### config.mk
export PLATFORM = sky130hd
export DESIGN_NAME = err_event_logger
export DESIGN_NICKNAME = d
export VERILOG_FILES = /design/src/rtl/err_log_pkg.sv /design/src/rtl/err_log_fifo.sv /design/src/rtl/err_event_logger.sv
export SDC_FILE = /design/constraint.sdc
export NUM_CORES = 1
export LEC_CHECK = 0
export CAP_MARGIN = 40
export CORE_MARGIN = 2
export CORE_UTILIZATION = 50
export CTS_CLUSTER_SIZE = 12
export DETAILED_ROUTE_END_ITERATION = 6
export PLACE_DENSITY_LB_ADDON = 0.15
export SYNTH_ARGS = -nofsm -noshare
export SYNTH_HDL_FRONTEND = slang
export SYNTH_SLANG_ARGS = --single-unit
### constraint.sdc
create_clock -name clk -period 6 [get_ports clk]
set_clock_uncertainty 0.05 [all_clocks]
set_input_delay 0.9 -clock clk [delete_from_list [all_inputs] [get_ports clk]]
set_output_delay 0.9 -clock clk [all_outputs]
set_load 0.005 [all_outputs]
### src/rtl/err_log_pkg.sv
// Shared types and helpers for the multi-channel error-event logger.
// Build option: define ERR_LOG_TS_EN to carry a 16-bit capture timestamp
// with every logged event.
package err_log_pkg;

    typedef enum logic [1:0] {
        CLS_PARITY   = 2'd0,
        CLS_TIMEOUT  = 2'd1,
        CLS_OVERFLOW = 2'd2,
        CLS_UNKNOWN  = 2'd3
    } err_class_e;

    localparam int unsigned CODE_PARITY   = 0;
    localparam int unsigned CODE_TIMEOUT  = 3;
    localparam int unsigned CODE_OVERFLOW = 5;
    localparam int          NUM_CLS       = 4;

`ifdef ERR_LOG_TS_EN
    localparam int TS_W = 16;

    // Parameter-independent part of a log entry; channel and code are
    // appended by the logger because their widths are module parameters.
    typedef struct packed {
        logic [TS_W-1:0] ts;
        err_class_e      cls;
    } log_meta_t;
`else
    typedef struct packed {
        err_class_e cls;
    } log_meta_t;
`endif

    // Flat decode: the code constants are distinct, so at most one class matches.
    function automatic err_class_e classify(input logic [31:0] code);
        case (code)
            CODE_PARITY:   return CLS_PARITY;
            CODE_TIMEOUT:  return CLS_TIMEOUT;
            CODE_OVERFLOW: return CLS_OVERFLOW;
            default:       return CLS_UNKNOWN;
        endcase
    endfunction

endpackage

### src/rtl/err_log_fifo.sv
// Parametrised synchronous FIFO. Push and pop in the same cycle are accepted
// at any fill level, including full. dout reads zero while empty.
module err_log_fifo #(
    parameter int WIDTH = 8,
    parameter int DEPTH = 4
) (
    input  logic             clk,
    input  logic             rst_n,
    input  logic             push,
    input  logic [WIDTH-1:0] din,
    input  logic             pop,
    output logic [WIDTH-1:0] dout,
    output logic             full,
    output logic             empty
);

    localparam int AW = (DEPTH > 1) ? $clog2(DEPTH) : 1;

    logic [WIDTH-1:0] mem [DEPTH];
    logic [AW-1:0]    rd_ptr;
    logic [AW-1:0]    wr_ptr;
    logic [AW:0]      count;
    logic             do_pop;
    logic             do_push;

    assign full    = (count == (AW+1)'(DEPTH));
    assign empty   = (count == '0);
    assign do_pop  = pop && !empty;
    assign do_push = push && (!full || do_pop);
    assign dout    = empty ? '0 : mem[rd_ptr];

    // Pointer and occupancy tracking; pointers wrap naturally (DEPTH is a power of two).
    always_ff @(posedge clk) begin
        // NOTE: sequential state uses non-blocking (<=) so every register samples pre-edge values.
        if (!rst_n) begin
            rd_ptr <= '0;
            wr_ptr <= '0;
            count  <= '0;
        end else begin
            if (do_push) wr_ptr <= wr_ptr + 1'b1;
            if (do_pop)  rd_ptr <= rd_ptr + 1'b1;
            if (do_push && !do_pop)      count <= count + 1'b1;
            else if (do_pop && !do_push) count <= count - 1'b1;
        end
    end

    // Entry storage write port.
    always_ff @(posedge clk) begin
        // NOTE: the storage array is not reset; count tracks validity and dout is masked while empty.
        if (do_push) mem[wr_ptr] <= din;
    end

endmodule

### src/rtl/err_event_logger.sv
// Multi-channel error-event logger: classifies, counts and latches each error
// event, then round-robin arbitrates per-channel pending slots into a log FIFO.
// Build option: ERR_LOG_TS_EN adds a free-running timestamp and the log_ts port.
module err_event_logger
    import err_log_pkg::*;
#(
    parameter  int NUM_CH = 4,
    parameter  int CODE_W = 3,
    parameter  int CNT_W  = 8,
    parameter  int DEPTH  = 4,
    localparam int CH_W   = (NUM_CH > 1) ? $clog2(NUM_CH) : 1
) (
    input  logic                 clk,
    input  logic                 rst_n,
    input  logic [NUM_CH-1:0]    err_valid,
    input  logic [NUM_CH*CODE_W-1:0] err_code,
    input  logic                 clr,
    input  logic                 log_ready,
    output logic                 log_valid,
    output logic [CH_W-1:0]      log_ch,
    output logic [1:0]           log_class,
    output logic [CODE_W-1:0]    log_code,
`ifdef ERR_LOG_TS_EN
    output logic [TS_W-1:0]      log_ts,
`endif
    output logic [4*CNT_W-1:0]   cnt_bus,
    output logic [3:0]           sticky,
    output logic [CNT_W-1:0]     drop_cnt,
    output logic                 irq
);

    localparam int ENTRY_W = $bits(log_meta_t) + CH_W + CODE_W;

    logic [NUM_CH-1:0]  pend_vld;
    logic [CODE_W-1:0]  pend_code [NUM_CH];
`ifdef ERR_LOG_TS_EN
    logic [TS_W-1:0]    pend_ts [NUM_CH];
    logic [TS_W-1:0]    ts_cnt;
`endif
    logic [CH_W-1:0]    rr_ptr;
    logic [CH_W-1:0]    cand;
    logic               gnt_vld;
    logic [CH_W-1:0]    gnt_ch;
    logic               pop;
    logic               can_push;
    logic               fifo_full;
    logic               fifo_empty;
    log_meta_t          gnt_meta;
    log_meta_t          head_meta;
    logic [ENTRY_W-1:0] push_data;
    logic [ENTRY_W-1:0] head_data;
    logic [CNT_W-1:0]   cnt [NUM_CLS];
    logic [3:0]         cls_hits [NUM_CLS];
    logic [3:0]         drop_hits;
    err_class_e         cls_i;

    // Add a small per-cycle event count, clamping at the all-ones maximum.
    function automatic logic [CNT_W-1:0] sat_add(input logic [CNT_W-1:0] a, input logic [3:0] b);
        logic [CNT_W+4:0] sum;
        sum = {5'd0, a} + {{(CNT_W+1){1'b0}}, b};
        return (sum > {5'd0, {CNT_W{1'b1}}}) ? {CNT_W{1'b1}} : sum[CNT_W-1:0];
    endfunction

    assign log_valid = !fifo_empty;
    assign pop       = log_valid && log_ready;
    assign can_push  = !fifo_full || pop;

    // Round-robin pick of the first occupied pending slot at or after rr_ptr.
    always_comb begin
        // NOTE: every output of this block gets a default first so no latch is inferred.
        gnt_vld = 1'b0;
        gnt_ch  = '0;
        cand    = '0;
        for (int off = 0; off < NUM_CH; off++) begin
            cand = CH_W'((int'(rr_ptr) + off) % NUM_CH);
            if (!gnt_vld && pend_vld[cand]) begin
                gnt_vld = 1'b1;
                gnt_ch  = cand;
            end
        end
        if (!can_push) gnt_vld = 1'b0;
    end

    // Per-class event tally and overrun tally for this cycle's strobes.
    always_comb begin
        for (int k = 0; k < NUM_CLS; k++) cls_hits[k] = '0;
        drop_hits = '0;
        cls_i     = CLS_PARITY;
        for (int i = 0; i < NUM_CH; i++) begin
            if (err_valid[i]) begin
                cls_i           = classify(32'(err_code[i*CODE_W +: CODE_W]));
                cls_hits[cls_i] = cls_hits[cls_i] + 4'd1;
                if (pend_vld[i] && !(gnt_vld && gnt_ch == CH_W'(i)))
                    drop_hits = drop_hits + 4'd1;
            end
        end
    end

    // Assemble the granted entry: {meta, channel, code}.
    always_comb begin
        gnt_meta     = '0;
        gnt_meta.cls = classify(32'(pend_code[gnt_ch]));
`ifdef ERR_LOG_TS_EN
        gnt_meta.ts  = pend_ts[gnt_ch];
`endif
        push_data    = {gnt_meta, gnt_ch, pend_code[gnt_ch]};
    end

    // Control state: pending occupancy, arbitration pointer, counters, sticky, irq.
    always_ff @(posedge clk) begin
        if (!rst_n) begin
            pend_vld <= '0;
            rr_ptr   <= '0;
            sticky   <= '0;
            drop_cnt <= '0;
            irq      <= 1'b0;
            for (int k = 0; k < NUM_CLS; k++) cnt[k] <= '0;
        end else begin
            if (gnt_vld)
                rr_ptr <= (gnt_ch == CH_W'(NUM_CH-1)) ? '0 : gnt_ch + 1'b1;
            // A new strobe re-occupies the slot even if it was granted this cycle.
            for (int i = 0; i < NUM_CH; i++) begin
                if (err_valid[i])
                    pend_vld[i] <= 1'b1;
                else if (gnt_vld && gnt_ch == CH_W'(i))
                    pend_vld[i] <= 1'b0;
            end
            irq <= |sticky;
            if (clr) begin
                sticky   <= '0;
                drop_cnt <= '0;
                for (int k = 0; k < NUM_CLS; k++) cnt[k] <= '0;
            end else begin
                drop_cnt <= sat_add(drop_cnt, drop_hits);
                for (int k = 0; k < NUM_CLS; k++) begin
                    cnt[k]    <= sat_add(cnt[k], cls_hits[k]);
                    sticky[k] <= sticky[k] | (cls_hits[k] != '0);
                end
            end
        end
    end

    // Pending payload capture; only meaningful while the matching pend_vld is set.
    always_ff @(posedge clk) begin
        for (int i = 0; i < NUM_CH; i++) begin
            if (err_valid[i]) begin
                pend_code[i] <= err_code[i*CODE_W +: CODE_W];
`ifdef ERR_LOG_TS_EN
                pend_ts[i]   <= ts_cnt;
`endif
            end
        end
    end

`ifdef ERR_LOG_TS_EN
    // Free-running capture timestamp, wraps at 2^16.
    always_ff @(posedge clk) begin
        if (!rst_n) ts_cnt <= '0;
        else        ts_cnt <= ts_cnt + 1'b1;
    end
`endif

    // Flatten the class counters onto the output bus.
    always_comb begin
        cnt_bus = '0;
        for (int k = 0; k < NUM_CLS; k++) cnt_bus[k*CNT_W +: CNT_W] = cnt[k];
    end

    err_log_fifo #(
        .WIDTH (ENTRY_W),
        .DEPTH (DEPTH)
    ) u_fifo (
        .clk   (clk),
        .rst_n (rst_n),
        .push  (gnt_vld),
        .din   (push_data),
        .pop   (pop),
        .dout  (head_data),
        .full  (fifo_full),
        .empty (fifo_empty)
    );

    assign log_code  = head_data[CODE_W-1:0];
    assign log_ch    = head_data[CODE_W +: CH_W];
    assign head_meta = head_data[ENTRY_W-1 -: $bits(log_meta_t)];
    assign log_class = head_meta.cls;
`ifdef ERR_LOG_TS_EN
    assign log_ts    = head_meta.ts;
`endif

endmodule

==> qor.yml <==
critical_path:
  crit_arrival_ns: 5.62
  cpPeakStageDelay_ns: 0.60
  cp_data_required_time_ns: 6.04
  crit_path_top_delay_cell: "or4b_1"
  crit_path_max_fanout: 6
  path_cells: "clkdlybuf4s50_1 -> or4b_1 -> or3_1 -> o21ai_0 -> nor3b_1 -> a31oi_1 -> nand2_1 -> ha_1 -> nand3_1 -> a31oi_1 -> nor3_1 -> inv_1 -> ha_1 -> nor2_1 -> a31oi_1 -> o22ai_1 -> ha_1 -> nor2b_1 -> o21ai_0 -> nand2b_1 -> and2_1 -> nand4_1 -> a21oi_1"
  end_kind: "flop"
  cp-start-kind: "input port"
  crit_type: "input port to flop"
clocking:
  cts_buffer_depth: 2
  clock_tree.root_cell: "clkbuf_16"
  cts_resized: 0
  cts_made_buffers: 9
  clock_sinks: 100
  clk_pin_slew_ns: 0.08
  ctsHoldBuffers: 0
  cts_tree: "yes"
  cts_setup_buffers: 0
  cts-htree-levels: 3
  clock_latency_ns: 0.36
route:
  num_vias: 4864
  wl_per_cell_um: 16.3
  drtIter0Drc: 347
  vias_per_cell: 5.48
  wl_um: 14400
  first_pass_iters: 5
  ant_nets: 0
  drc: 0
global_route:
  grt_pass1_vias: 4655
  grt_max_degree: 46
  grt_pass1_wl_um: 23000
  antenna_found_initial: 0
  track_usage_pct: 21.8
  overflow: 0
final_layout:
  fin_cells: 887
  postLayoutCoreUtil_pct: 61.6
  n_antenna_cell: 0
  final_common_cell: "clkdlybuf4s50_1"
  syn_to_final_growth_pct: 21.5
  fin_nets: 770
  layout_common_cells: "clkdlybuf4s50_1, edfxtp_1, a21oi_1, inv_1, dfxtp_1"
  drive_above_1_share_pct: 9.93
place:
  dp_cells: 871
  detailed_place_hpwl_um: 10800
  gp_congestion: 0.949
  io_buffers: 72
floorplan:
  die_w_um: 117
  initial_core_util_pct: 50.7
  die_h_um: 117
  core_mm2: 0.0125
  rows: 41
  dieArea_mm2: 0.0136
  ios: 73
timing:
  hold_violations: 0
  maxClockFrequency_mhz: 179
  fin_crit_sh_pct: 93.0
  worst_slew_pin_slew_ns: 0.561
  slew_headroom_pct: 62.4
  finalSetupTns_ns: 0
  rsz0062_at_grt: "no"
  finalSetupViolations: 0
  final_max_slew_viol_count: 0
  period_needed_ns: 5.58
flow_run:
  maxCapViolCount: 0
worst_hold_path:
  hold_class: "flop to flop"
logic_synthesis:
  synthArstFlopShare_pct: 0
  syn_inst: 607
  synth_edf_count: 64
  synth_cell_types: 75
  syn_avg_cell_area_um2: 10.4
  yosysWarnings: 0
  synth_area_mm2: 0.00634
  ys_seq_elements: 100
  synth_flop_cell: "edfxtp_1"
  ys_seq_area_share_pct: 41.7
power_and_ir_drop:
  p_leak_nw: 2.94
  p_per_area_mw_per_mm2: 278
  ir_drop_mv: 0.148
status:
  status: "complete, no violations"
## per-stage QoR
step | cell area (um2) | setup WS (ns) | power [mW] | hold slack (ns)
after floorplan | 6430 | 0.672 | 1.33 | 0.418
after global placement | 7400 | 0.133 | 1.54 | 0.439
after detailed placement | 7400 | 0.0811 | 1.56 | 0.465
after CTS | 7700 | 0.453 | 2.16 | 0.477
after global routing | 7700 | 0.0260 | 2.26 | 0.505
final | 7700 | 0.419 | 2.14 | 0.470
## where the power goes
group | switching [mW] | leakage [nW] | internal, mW
Combinational | 0.297 | 1.88 | 0.326
Sequential | 0.0646 | 0.916 | 0.856
Clock | 0.289 | 0.146 | 0.305
Total | 0.651 | 2.94 | 1.49
## area by class of cell
type | instances | area, um2
Timing Repair Buffer | 94 | 886
Clock buffer | 10 | 239
Multi-Input combinational cell | 467 | 3520
Fill cell | 1085 | 4810
Tap cell | 172 | 215
Clock inverter | 6 | 63.8
Sequential cell | 100 | 2640
Inverter | 38 | 143
## state kept, by name, summed over array words and instances (netlist names), 3 cells and up, named ones only
name          flops
cnt              32
sticky            4
drop_cnt          8
pend_vld          4
u_fifo.count      3
pend_code        12
u_fifo.mem       28
## kinds of logic after synthesis
family	share of synthesized area [%]
and+or+nand+nor	17.5
AOI/OAI and AO/OA	15.5
DFF	41.7
buffers and inverters	4.26
xor gates and xnor gates	7.20
adders and majority gates	8.60
muxes	5.27
other	0.0591
## synthesized netlist by cell type, types with 3 or more instances
cell type	instances	area, um2
buf_6	3	33.8
nand4_1	3	18.8
buf_2	6	30.0
a21o_1	7	52.6
nor3_1	22	110
nand2b_1	12	75.1
nor4b_1	4	35.0
inv_1	37	139
mux4_2	7	158
mux2_2	5	56.3
and3_1	3	18.8
nand4b_1	4	35.0
xor2_1	24	210
o211a_1	4	40.0
nor2_1	24	90.1
ha_1	34	425
xnor2_1	20	175
nand3_1	16	80.1
fa_1	6	120
nor2b_1	19	119
nand2_1	26	97.6
o21ai_0	25	125
nor3b_1	3	22.5
mux2i_1	12	120
o21a_1	7	52.6
a211oi_1	3	22.5
dfxtp_1	36	721
nand3b_1	3	22.5
a31oi_1	7	43.8
edfxtp_1	64	1920
clkbuf_1	14	52.6
a21oi_1	46	230
nor3_2	3	30.0
and2_1	25	156
or2_2	3	18.8
or3_1	5	31.3
a21boi_0	6	45.0
o221ai_1	3	26.3
o2111ai_1	3	26.3
and4b_1	6	60.1
o22ai_1	4	25.0
## worst max-delay path, delay by kind of cell
kind | cells | cell delay, ns
simple gates | 11 | 2.45
compound gates | 7 | 0.89
fa+ha+maj | 3 | 0.85
buf+inv | 2 | 0.55
## final timing paths
check	slack, ns	startpoint	cells past startpoint	endpoint
worst max-delay path	0.42	err_code[4]	23	cnt[3][0]$_SDFFCE_PN0P_
worst min-delay path	0.47	u_fifo.count[2]$_SDFFE_PN0P_	2	u_fifo.count[2]$_SDFFE_PN0P_
worst max register to register	1.21	rr_ptr[1]$_SDFFE_PN0P_	20	drop_cnt[5]$_SDFF_PN0_
worst min register to register	0.47	u_fifo.count[2]$_SDFFE_PN0P_	2	u_fifo.count[2]$_SDFFE_PN0P_
## per-layer routing
metal  GRT usage, %  vias up  share of wire [%]
met1           30.1     2311                 47
met5              0        -                  0
met2           34.5      135                 46
li1               -     2407                  -
met4           6.43        0                1.1
met3           4.77       11                5.7
Note: power is estimated with default switching activity, not from simulation.
